$ cat config.mk
export PLATFORM = sky130hd
export DESIGN_NAME = de_bus_arbiter
export DESIGN_NICKNAME = d
export VERILOG_FILES = /design/src/rtl/de_bus_arbiter.sv
export SDC_FILE = /design/constraint.sdc
export NUM_CORES = 1
export LEC_CHECK = 0
export ABC_CLOCK_PERIOD_IN_PS = 2300
export CAP_MARGIN = 20
export CELL_PAD_IN_SITES_DETAIL_PLACEMENT = 0
export CELL_PAD_IN_SITES_GLOBAL_PLACEMENT = 1
export CORE_UTILIZATION = 13
export CTS_BUF_LIST = sky130_fd_sc_hd__clkbuf_8 sky130_fd_sc_hd__clkbuf_16
export DETAILED_ROUTE_END_ITERATION = 12
export GPL_TIMING_DRIVEN = 0
export PLACE_DENSITY_LB_ADDON = 0.1
export RECOVER_POWER = 50
export SKIP_LAST_GASP = 1
export SYNTH_ARGS = -nofsm -noshare
export SYNTH_HDL_FRONTEND = slang
export SYNTH_SLANG_ARGS = --single-unit
$ cat constraint.sdc
create_clock -name clk -period 2.3 [get_ports clk]
set_input_delay 0.345 -clock clk [delete_from_list [all_inputs] [get_ports clk]]
set_output_delay 0.345 -clock clk [all_outputs]
set_load 0.005 [all_outputs]
$ cat src/rtl/de_bus_arbiter.sv
// Two-port round-robin arbiter for the display-engine frame-store bus, with bounded bursts.
// Optional per-port ack counters are compiled in when DE_ARB_STATS_EN is defined.
module de_bus_arbiter #(
  parameter int ADDR_W    = 18,
  parameter int MAX_BURST = 4
) (
  input  logic              clk,
  input  logic              rst,
  input  logic              m0_de_req,
  output logic              m0_de_ack,
  input  logic [ADDR_W-1:0] m0_de_addr,
  input  logic [3:0]        m0_de_nbyte,
  input  logic              m0_de_rnw,
  input  logic [31:0]       m0_de_w_data,
  output logic [31:0]       m0_de_r_data,
  input  logic              m1_de_req,
  output logic              m1_de_ack,
  input  logic [ADDR_W-1:0] m1_de_addr,
  input  logic [3:0]        m1_de_nbyte,
  input  logic              m1_de_rnw,
  input  logic [31:0]       m1_de_w_data,
  output logic [31:0]       m1_de_r_data,
  output logic              de_req,
  input  logic              de_ack,
  output logic [ADDR_W-1:0] de_addr,
  output logic [3:0]        de_nbyte,
  output logic              de_rnw,
  output logic [31:0]       de_w_data,
  input  logic [31:0]       de_r_data,
  output logic              busy
`ifdef DE_ARB_STATS_EN
  ,
  input  logic              stat_clr,
  output logic [15:0]       stat0,
  output logic [15:0]       stat1
`endif
);

  localparam int CNT_W = $clog2(MAX_BURST) + 1;
  localparam logic [CNT_W-1:0] LAST_CNT = CNT_W'(MAX_BURST - 1);

  typedef enum logic [1:0] {
    IDLE = 2'd0,
    GNT0 = 2'd1,
    GNT1 = 2'd2
  } state_t;

  state_t           state_reg, state_next;
  logic             last_reg, last_next;
  logic [CNT_W-1:0] cnt_reg, cnt_next;

  logic gnt0, gnt1;
  logic own, own_req, oth_req;
  state_t oth_state;

  assign gnt0      = (state_reg == GNT0);
  assign gnt1      = (state_reg == GNT1);
  assign own       = gnt1;
  assign own_req   = own ? m1_de_req : m0_de_req;
  assign oth_req   = own ? m0_de_req : m1_de_req;
  assign oth_state = own ? GNT0 : GNT1;

  always_ff @(posedge clk) begin
    if (rst) begin
      state_reg <= IDLE;
      last_reg  <= 1'b1;
      cnt_reg   <= '0;
    end else begin
      state_reg <= state_next;
      last_reg  <= last_next;
      cnt_reg   <= cnt_next;
    end
  end

  always_comb begin
    state_next = state_reg;
    last_next  = last_reg;
    cnt_next   = cnt_reg;
    case (state_reg)
      IDLE: begin
        cnt_next = '0;
        if (m0_de_req && m1_de_req) state_next = last_reg ? GNT0 : GNT1;
        else if (m0_de_req)         state_next = GNT0;
        else if (m1_de_req)         state_next = GNT1;
      end
      GNT0, GNT1: begin
        if (!own_req) begin
          // Owner released the bus: hand over or fall idle.
          last_next  = own;
          cnt_next   = '0;
          state_next = oth_req ? oth_state : IDLE;
        end else if (de_ack) begin
          if (oth_req && (cnt_reg == LAST_CNT)) begin
            last_next  = own;
            cnt_next   = '0;
            state_next = oth_state;
          end else if (cnt_reg != LAST_CNT) begin
            cnt_next = cnt_reg + CNT_W'(1);
          end
        end
      end
      default: state_next = IDLE;
    endcase
  end

  // Slave-side mux: idle presents a harmless all-lanes-disabled read of word 0.
  always_comb begin
    de_req    = (gnt0 & m0_de_req) | (gnt1 & m1_de_req);
    de_addr   = '0;
    de_nbyte  = 4'hF;
    de_rnw    = 1'b1;
    de_w_data = '0;
    if (gnt0) begin
      de_addr   = m0_de_addr;
      de_nbyte  = m0_de_nbyte;
      de_rnw    = m0_de_rnw;
      de_w_data = m0_de_w_data;
    end else if (gnt1) begin
      de_addr   = m1_de_addr;
      de_nbyte  = m1_de_nbyte;
      de_rnw    = m1_de_rnw;
      de_w_data = m1_de_w_data;
    end
  end

  assign m0_de_ack    = de_ack & gnt0;
  assign m1_de_ack    = de_ack & gnt1;
  assign m0_de_r_data = de_r_data;
  assign m1_de_r_data = de_r_data;
  assign busy         = (state_reg != IDLE);

`ifdef DE_ARB_STATS_EN
  logic [15:0] stat0_reg, stat1_reg;

  // Clear has priority over a coincident ack.
  always_ff @(posedge clk) begin
    if (rst || stat_clr) begin
      stat0_reg <= '0;
      stat1_reg <= '0;
    end else begin
      if (m0_de_ack) stat0_reg <= stat0_reg + 16'd1;
      if (m1_de_ack) stat1_reg <= stat1_reg + 16'd1;
    end
  end

  assign stat0 = stat0_reg;
  assign stat1 = stat1_reg;
`endif

endmodule

-- Word level (Yosys, flattened, before mapping)
Index checks and enable logic that the tools add are counted.
- reductions and logical operators: 9
- mux-type cells: 28
- bitwise logic cells: 5
- eq/ne operators: 10
- add/subtract/negate cells: 1
- operators by type and width (cell ; count):
    $mux 32 ; 2
    $mux 18 ; 2
    $mux 2 ; 9
    $mux 3 ; 4
    $reduce_and 3->1 ; 3
    $mux 4 ; 2
    $ne 4x4->1 const B ; 2
    $mux 1 ; 7
    $ne 3x3->1 const B ; 2
    $pmux 3 s2 ; 1
    $and 1x1->1 ; 4
    $pmux 2 s2 ; 1
    $reduce_bool 2->1 ; 2
    $add 3x1->3 const B ; 1
    $eq 3x2->1 const B ; 1
    $ne 3x2->1 const B ; 1
    $eq 2x1->1 const B ; 1
    $eq 2x2->1 const B ; 1
    $logic_and 1x1->1 ; 2
    $logic_not 2->1 ; 1
    $ne 2x1->1 const B ; 1
    $ne 2x2->1 const B ; 1
    $reduce_or 2->1 ; 1
    $or 1x1->1 ; 1
- flip-flop bits (word level): 6
- output and inout port bits: 123
- input port bits: 147
- logic and storage cells: 56

-- Logic depth before layout (Yosys ltp)
Gate-level depths: netlist of run 1.
- depth after elaboration: 7
- gate-level depth with buffers: 7
- gate-level depth less buffers: 6

-- Least setup slack after synthesis of run 1
No wires, ideal clock.
- path type: register -> output
- start point: register state_reg[1]
- end point: output de_addr[10]
- cell stages (with the launch flop): 7
- buffers on the path: 2
- path slack: 0.578 ns
- required time: 1.955 ns
- data arrival time: 1.377 ns
- cells stage by stage: dfxtp_1 inv_1 ha_1 clkbuf_1 nor2b_1 buf_2 a22o_1
- word-level cells in the longest chain between the ends: 3
- elaborated cells on any way between the ends: 4
- RTL lines (what ; line ; text):
    start: declaration ; 48 ; state_t state_reg, state_next;
    start signal: assignment ; 69 ; state_reg <= state_next;
    $eq 2x2->1 ; 57 ; assign gnt1 = (state_reg == GNT1);
    $mux 18 ; 118 ; end else if (gnt1) begin
    $mux 18 (*) ; 113 ; if (gnt0) begin
    end: declaration ; 25 ; output logic [ADDR_W-1:0] de_addr,
Every way passes the cells marked *; elsewhere a longest branch is shown, timed or not.

-- Worst setup path after layout of run 1
- start point: register state_reg[1]
- end point: output de_addr[16]
The elaborated chain is that of the path after synthesis.

==> impl_metrics.toml, run 1 <==
[clocking]
holdBufCountCts = 0
clock_latency_ps = 230
cts.path.max_buffers = 2
htreeDepth = 1
cts_made_buffers = 3
cts_sinks = 6
clk_pin_slew_ps = 30
clock_tree.root_cell = "clkbuf_16"
cts_tree = "yes"

[layout]
stdcell_count = 689
fin_nets = 672
fin_util_pct = 35.6
largest_reg_flops = 3
drive_gt1_share_pct = 18.6
syn_to_final_growth_pct = 163
diodes = 0

[global_route]
grt_max_degree = 11
grt_pass1_vias = 2340
grt_remaining_overflow = 0
track_usage_pct = 12.2
grt_pass1_wl_mm = 12.8
antenna_found_initial = 0

[power_and_ir_drop]
power_density_nw_per_um2 = 647
pwr-share-comb_pct = 84.8
p_int_mw = 1.84
ir_drop_mv = 0.358
switching_share_pct = 37.3
pwr-share-seq_pct = 5.6
p_clk_share_pct = 9.6
power_mw = 2.94
p_sw_mw = 1.10
leakage_nw = 1.93

[synth]
ys_ff_latch = 6
synth_ff_type = "dfxtp_1"
yosys.area.top_type = "buf_4"
syn_avg_cell_area_um2 = 6.27
yosysSeqAreaShare_pct = 6.97
ys_types = 31
netlist_instances = 275
synth_area_leaders = "buf_4, nand2_1, o21ai_0"
ys_warn_count = 0
syn_nets = 428
yosys.area.top_type_share_pct = 28.3
async_reset_ff_share_pct = 0
syn_area_um2 = 1720
synth_edf_count = 0

[detailed_routing]
vias = 2571
viasPerCell = 3.73
drtIter0Drc = 59
firstDrtPassIters = 4
wl_per_cell_um = 13.8
drt_wl_total_mm = 9.48
drtAntennaViolNets = 0
drc = 0

[floorplan]
start_util_pct = 13.5
rows = 41
die_x_um = 117
die_area_um2 = 13700
core-area_um2 = 12800
die-height_um = 117
pin_count = 270

[status]
status = "finished clean"

[timing]
period_share_pct = 99.1
tns_ps = 0
slew_headroom_pct = 72.5
final.setup_skew_ps = 0.510
slew_violations = 0
final.min_clock_period_ps = 2280
worst_slew_pin_slew_ps = 413
max_freq_ghz = 0.439
whs_ps = 484
rsz0062_at_grt = "yes"
hold_viol_final = 0
setup_viol = 0

[placed_design]
place_congestion = 0.766
portBuffers = 237
dpl.hpwl_mm = 8.17
dp.cells = 684

[critical_path]
startpoint_type = "flip-flop"
cp_cell_sequence = "inv_1 -> ha_4 -> buf_4 -> nor2b_4 -> buf_6 -> a22o_1 -> clkdlybuf4s50_1"
critical_path_arrival_ps = 1940
path_class = "reg2out"
crit_slowest_cell = "clkdlybuf4s50_1"
crit_path_max_fanout = 10
crit_required_ps = 1960
crit_path_end_kind = "primary output"
cpPeakStageDelay_ps = 510

[flow_run]
maxCapViolCount = 0

[hold_path]
hp-class = "reg2reg"
-- path summary, 6_finish.rpt --
| kind | from | end | depth (start not counted) | slack (ps) |
|---|---|---|---|---|
| max | state_reg[1] | de_addr[16] | 7 | 20 |
| min | cnt_reg[2] | cnt_reg[2] | 1 | 480 |
| max reg2reg | state_reg[0] | cnt_reg[0] | 8 | 480 |
| min reg2reg | cnt_reg[2] | cnt_reg[2] | 1 | 480 |
-- kinds of logic after synthesis --
kind of cell	after synthesis	share of synthesized area, %
adder cells (fa/ha/maj)	6	4.35
AND/OR/NAND/NOR	98	24.1
AO/OA/AOI/OAI	76	29.2
buffers and inverters	87	33.2
multiplexers	2	2.18
flip-flops	6	6.97
-- synth_stat cells, types with 2 or more instances --
| cell | count |
|---|---|
| nand2_1 | 71 |
| buf_4 | 65 |
| o21ai_0 | 39 |
| a22o_1 | 15 |
| clkbuf_1 | 14 |
| a21oi_1 | 9 |
| nor2_1 | 8 |
| nor2b_1 | 8 |
| dfxtp_1 | 6 |
| ha_1 | 6 |
| inv_1 | 6 |
| nand2b_1 | 3 |
| nand3_1 | 3 |
| a21boi_1 | 2 |
| and2_1 | 2 |
| buf_2 | 2 |
| nor3b_1 | 2 |
-- area by class of cell --
cell class / instances / area [um2]
fill: 1382 / 8230
buffer: 80 / 642
tap: 172 / 215
inverter: 6 / 22.5
clock buffer: 3 / 75.1
timing repair buffer: 240 / 2410
multi-input combinational: 182 / 1050
sequential: 6 / 123
-- power groups by stage --
stage	clock, mW	sequential [mW]	combinational, mW
after global placement	0	0.155	2.41
after floorplan	0	0.150	1.01
after global routing	0.300	0.167	2.75
after detailed placement	0	0.156	2.41
final	0.283	0.163	2.49
after CTS	0.292	0.162	2.57
-- routing by layer --
layer	vias up	wire (um)	GRT usage, %
li1	1337	-	-
met1	1108	3600	13.2
met2	124	5080	24.5
met3	2	774	2.73
met4	0	20	1.27
met5	-	0	0
-- per-stage QoR --
stage / worst slack (ps) / instance area, um2
after floorplan: 578 / 1720
after global placement: -390 / 4310
after detailed placement: -410 / 4310
after CTS: -28.3 / 4500
after global routing: -91.6 / 4540
final: 19.9 / 4540
-- placed cells by master, fill, tap and decap left out, drive strengths merged --
cell type | netlist | layout
a22o | 16 | 16
nand3 | 3 | 3
and2 | 2 | 2
a31o | 1 | 1
inv | 6 | 6
dlygate4sd2 | 0 | 5
nand2b | 3 | 3
a311oi | 1 | 1
nor2b | 8 | 8
a2111o | 1 | 1
o31ai | 1 | 1
nor3b | 2 | 2
a311o | 1 | 1
a32oi | 1 | 1
a21o | 1 | 1
nor2 | 8 | 8
ha | 6 | 6
mux2 | 1 | 1
mux2i | 1 | 1
clkbuf | 14 | 10
dlymetal6s2s | 0 | 9
clkdlybuf4s50 | 0 | 179
a211oi | 1 | 1
buf | 67 | 76
a21oi | 10 | 10
o21ai | 39 | 39
or2b | 1 | 1
nand2 | 71 | 71
a21boi | 2 | 2
a211o | 1 | 1
dlygate4sd3 | 0 | 44
dfxtp | 6 | 6
-- worst max-delay path, delay by kind of cell (launching register included) --
| family | cells | cell delay, ps |
|---|---|---|
| AND/OR/NAND/NOR | 1 | 120 |
| AO/OA/AOI/OAI | 1 | 130 |
| flip-flops | 1 | 360 |
| adder cells (fa/ha/maj) | 1 | 190 |
| buffers and inverters | 4 | 900 |
-- repair_timing --
action	in CTS	in global routing
setup endpoints to repair	58	52
buffers inserted	3	0
resized for setup	43	22
Note: power is estimated with default switching activity, not from simulation.
==> run 2, diff against run 1 <==
--- a/config.mk
+++ b/config.mk
@@ -9,9 +9,11 @@
 export CAP_MARGIN = 20
 export CELL_PAD_IN_SITES_DETAIL_PLACEMENT = 0
 export CELL_PAD_IN_SITES_GLOBAL_PLACEMENT = 1
-export CORE_UTILIZATION = 13
+export CORE_AREA = 2 2 105 107
 export CTS_BUF_LIST = sky130_fd_sc_hd__clkbuf_8 sky130_fd_sc_hd__clkbuf_16
 export DETAILED_ROUTE_END_ITERATION = 12
+export DIE_AREA = 0 0 107 109
+export DONT_BUFFER_PORTS = 1
 export GPL_TIMING_DRIVEN = 0
 export PLACE_DENSITY_LB_ADDON = 0.1
 export RECOVER_POWER = 50
==> run 2 against run 1 <==
Compared with the run above: die area shrank 15%; critical path depth decreased by 1; sequential power decreased by 4%; utilization fell by 17 points; via count fell by 30%; combinational power shrank 47%; global-route usage fell by 2.1 points; design area is 57% lower; fmax increased by 8.8%; clock skew barely moved; largest power group unchanged.
==> impl_metrics.toml, run 2 (same netlist as run 1, synthesis figures left out) <==
[status]
status = "finished clean"

[detailed_routing]
viasPerCell = 4.32
drc = 0
wl_per_cell_um = 16.7
wl_met2_mm = 3.70
met3_length_um = 649
drtIter0Drc = 82
vias = 1803
drtAntennaViolNets = 0
top_layer = "met3"
drt_wl_total_mm = 6.96
drt-met1-wl_mm = 2.62
firstDrtPassIters = 4

[global_route]
grt_pass1_vias = 1537
grt_max_degree = 11
grt_remaining_overflow = 0
grt_pass1_wl_mm = 9.09
antenna_found_initial = 0
track_usage_pct = 10.1

[critical_path]
r2r_end = "state_reg[1]"
r2r_start = "state_reg[1]"
critical_path_arrival_ps = 1750
crit_path_end_kind = "primary output"
path_class = "reg2out"
crit_required_ps = 1960
critPathCapture = "de_w_data[29]"
cpPeakStageDelay_ps = 350
startpoint_type = "flip-flop"
r2r_cells = 6
cp-startpoint = "state_reg[1]"
r2r_slack_ps = 510
cp_cell_sequence = "inv_1 -> ha_2 -> buf_2 -> clkbuf_2 -> nand2_1 -> o21ai_0"
crit_path_max_fanout = 10
crit_slowest_cell = "dfxtp_1"

[clocking]
cts_setup_buffers = 0
clock_tree.root_cell = "clkbuf_8"
cts_sinks = 6
clock_latency_ps = 220
cts.path.max_buffers = 2
clk_pin_slew_ps = 40
cts_tree = "yes"
holdBufCountCts = 0
cts_made_buffers = 3
htreeDepth = 1

[layout]
largest_reg_flops = 3
diodes = 0
drive_gt1_share_pct = 30.7
fin_util_pct = 18.4
finalInstanceArea_um2 = 1960
fin_nets = 432
stdcell_count = 417
syn_to_final_growth_pct = 13.4
final_common_cell = "nand2_1"
final_cell_mix = "nand2_1, clkbuf_4, o21ai_0"
fillers = 1230

[power_and_ir_drop]
leakage_nw = 0.783
p_sw_mw = 0.909
switching_share_pct = 55.2
pwr-share-seq_pct = 9.5
pwr-share-comb_pct = 81.0
power_mw = 1.65
p_int_mw = 0.738
p_clk_share_pct = 9.6
ir_drop_mv = 0.254
power_density_nw_per_um2 = 843

[timing]
slew_headroom_pct = 71.3
final.min_clock_period_ps = 2100
max_freq_ghz = 0.477
hold_viol_final = 0
setup_viol = 0
worst_slew_pin_slew_ps = 431
tns_ps = 0
period_share_pct = 91.2
setup_slack_ps = 203
rsz0062_at_grt = "no"
whs_ps = 183
final.setup_skew_ps = 0.472
slew_violations = 0

[floorplan]
die_x_um = 107
rows = 38
die-height_um = 109
die_area_um2 = 11700
pin_count = 270
start_util_pct = 16.3
core-area_um2 = 10600

[placed_design]
dp.cells = 415
portBuffers = 0
placed_area_um2 = 1900
place_congestion = 0.678
preCtsSetupSlack_ps = -53.7
dpl.hpwl_mm = 6.02

[flow_run]
maxCapViolCount = 0

[hold_path]
hp-class = "in2reg"
## run 2: layer usage
| metal | vias to the layer above | track usage (%) |
|---|---|---|
| li1 | 862 | - |
| met1 | 825 | 12.4 |
| met2 | 116 | 18.4 |
| met3 | 0 | 2.93 |
| met4 | 0 | 0.835 |
| met5 | - | 0 |
## run 2: how the worst min path moves through the flow
| stage | from | slack (ps) | cells past startpoint | to |
|---|---|---|---|---|
| 3_3_place_gp | rst | 410 | 1 | state_reg[1] |
| 5_1_grt | rst | 170 | 1 | state_reg[1] |
| 4_1_cts | rst | 170 | 1 | state_reg[1] |
| 3_5_place_dp | rst | 410 | 1 | state_reg[1] |
| 2_1_floorplan | rst | 410 | 1 | state_reg[1] |
| 6_report | rst | 180 | 1 | state_reg[1] |
## run 2: area by class of cell
| type | instances | area [um2] | share of cell area (%) |
|---|---|---|---|
| Clock buffer | 3 | 41.3 | 2.11 |
| Buffer | 80 | 556 | 28.4 |
| Tap cell | 140 | 175 | 8.96 |
| Sequential cell | 6 | 120 | 6.14 |
| Multi-Input combinational cell | 182 | 1040 | 53.2 |
| Inverter | 6 | 22.5 | 1.15 |
## run 2: timing repair
item | in CTS | in global routing
gates resized for setup | 6 | 10
endpoints found under the setup margin | 49 | 45
pin swaps | 0 | 0
## run 2: critical path, delay by kind of cell (launching register included)
family / cells / cell delay (ps)
AOI/OAI and AO/OA: 1 / 160
buffers and inverters: 3 / 650
adders and majority gates: 1 / 300
and+or+nand+nor: 1 / 70
DFF: 1 / 350
## run 2: power by group through the flow
stage | logic, mW | clock network [mW] | registers [mW]
global route | 1.53 | 0.173 | 0.161
detailed placement | 1.34 | 0 | 0.158
floorplan | 1.01 | 0 | 0.150
finish | 1.33 | 0.158 | 0.156
global placement | 1.37 | 0 | 0.158
CTS | 1.36 | 0.167 | 0.156
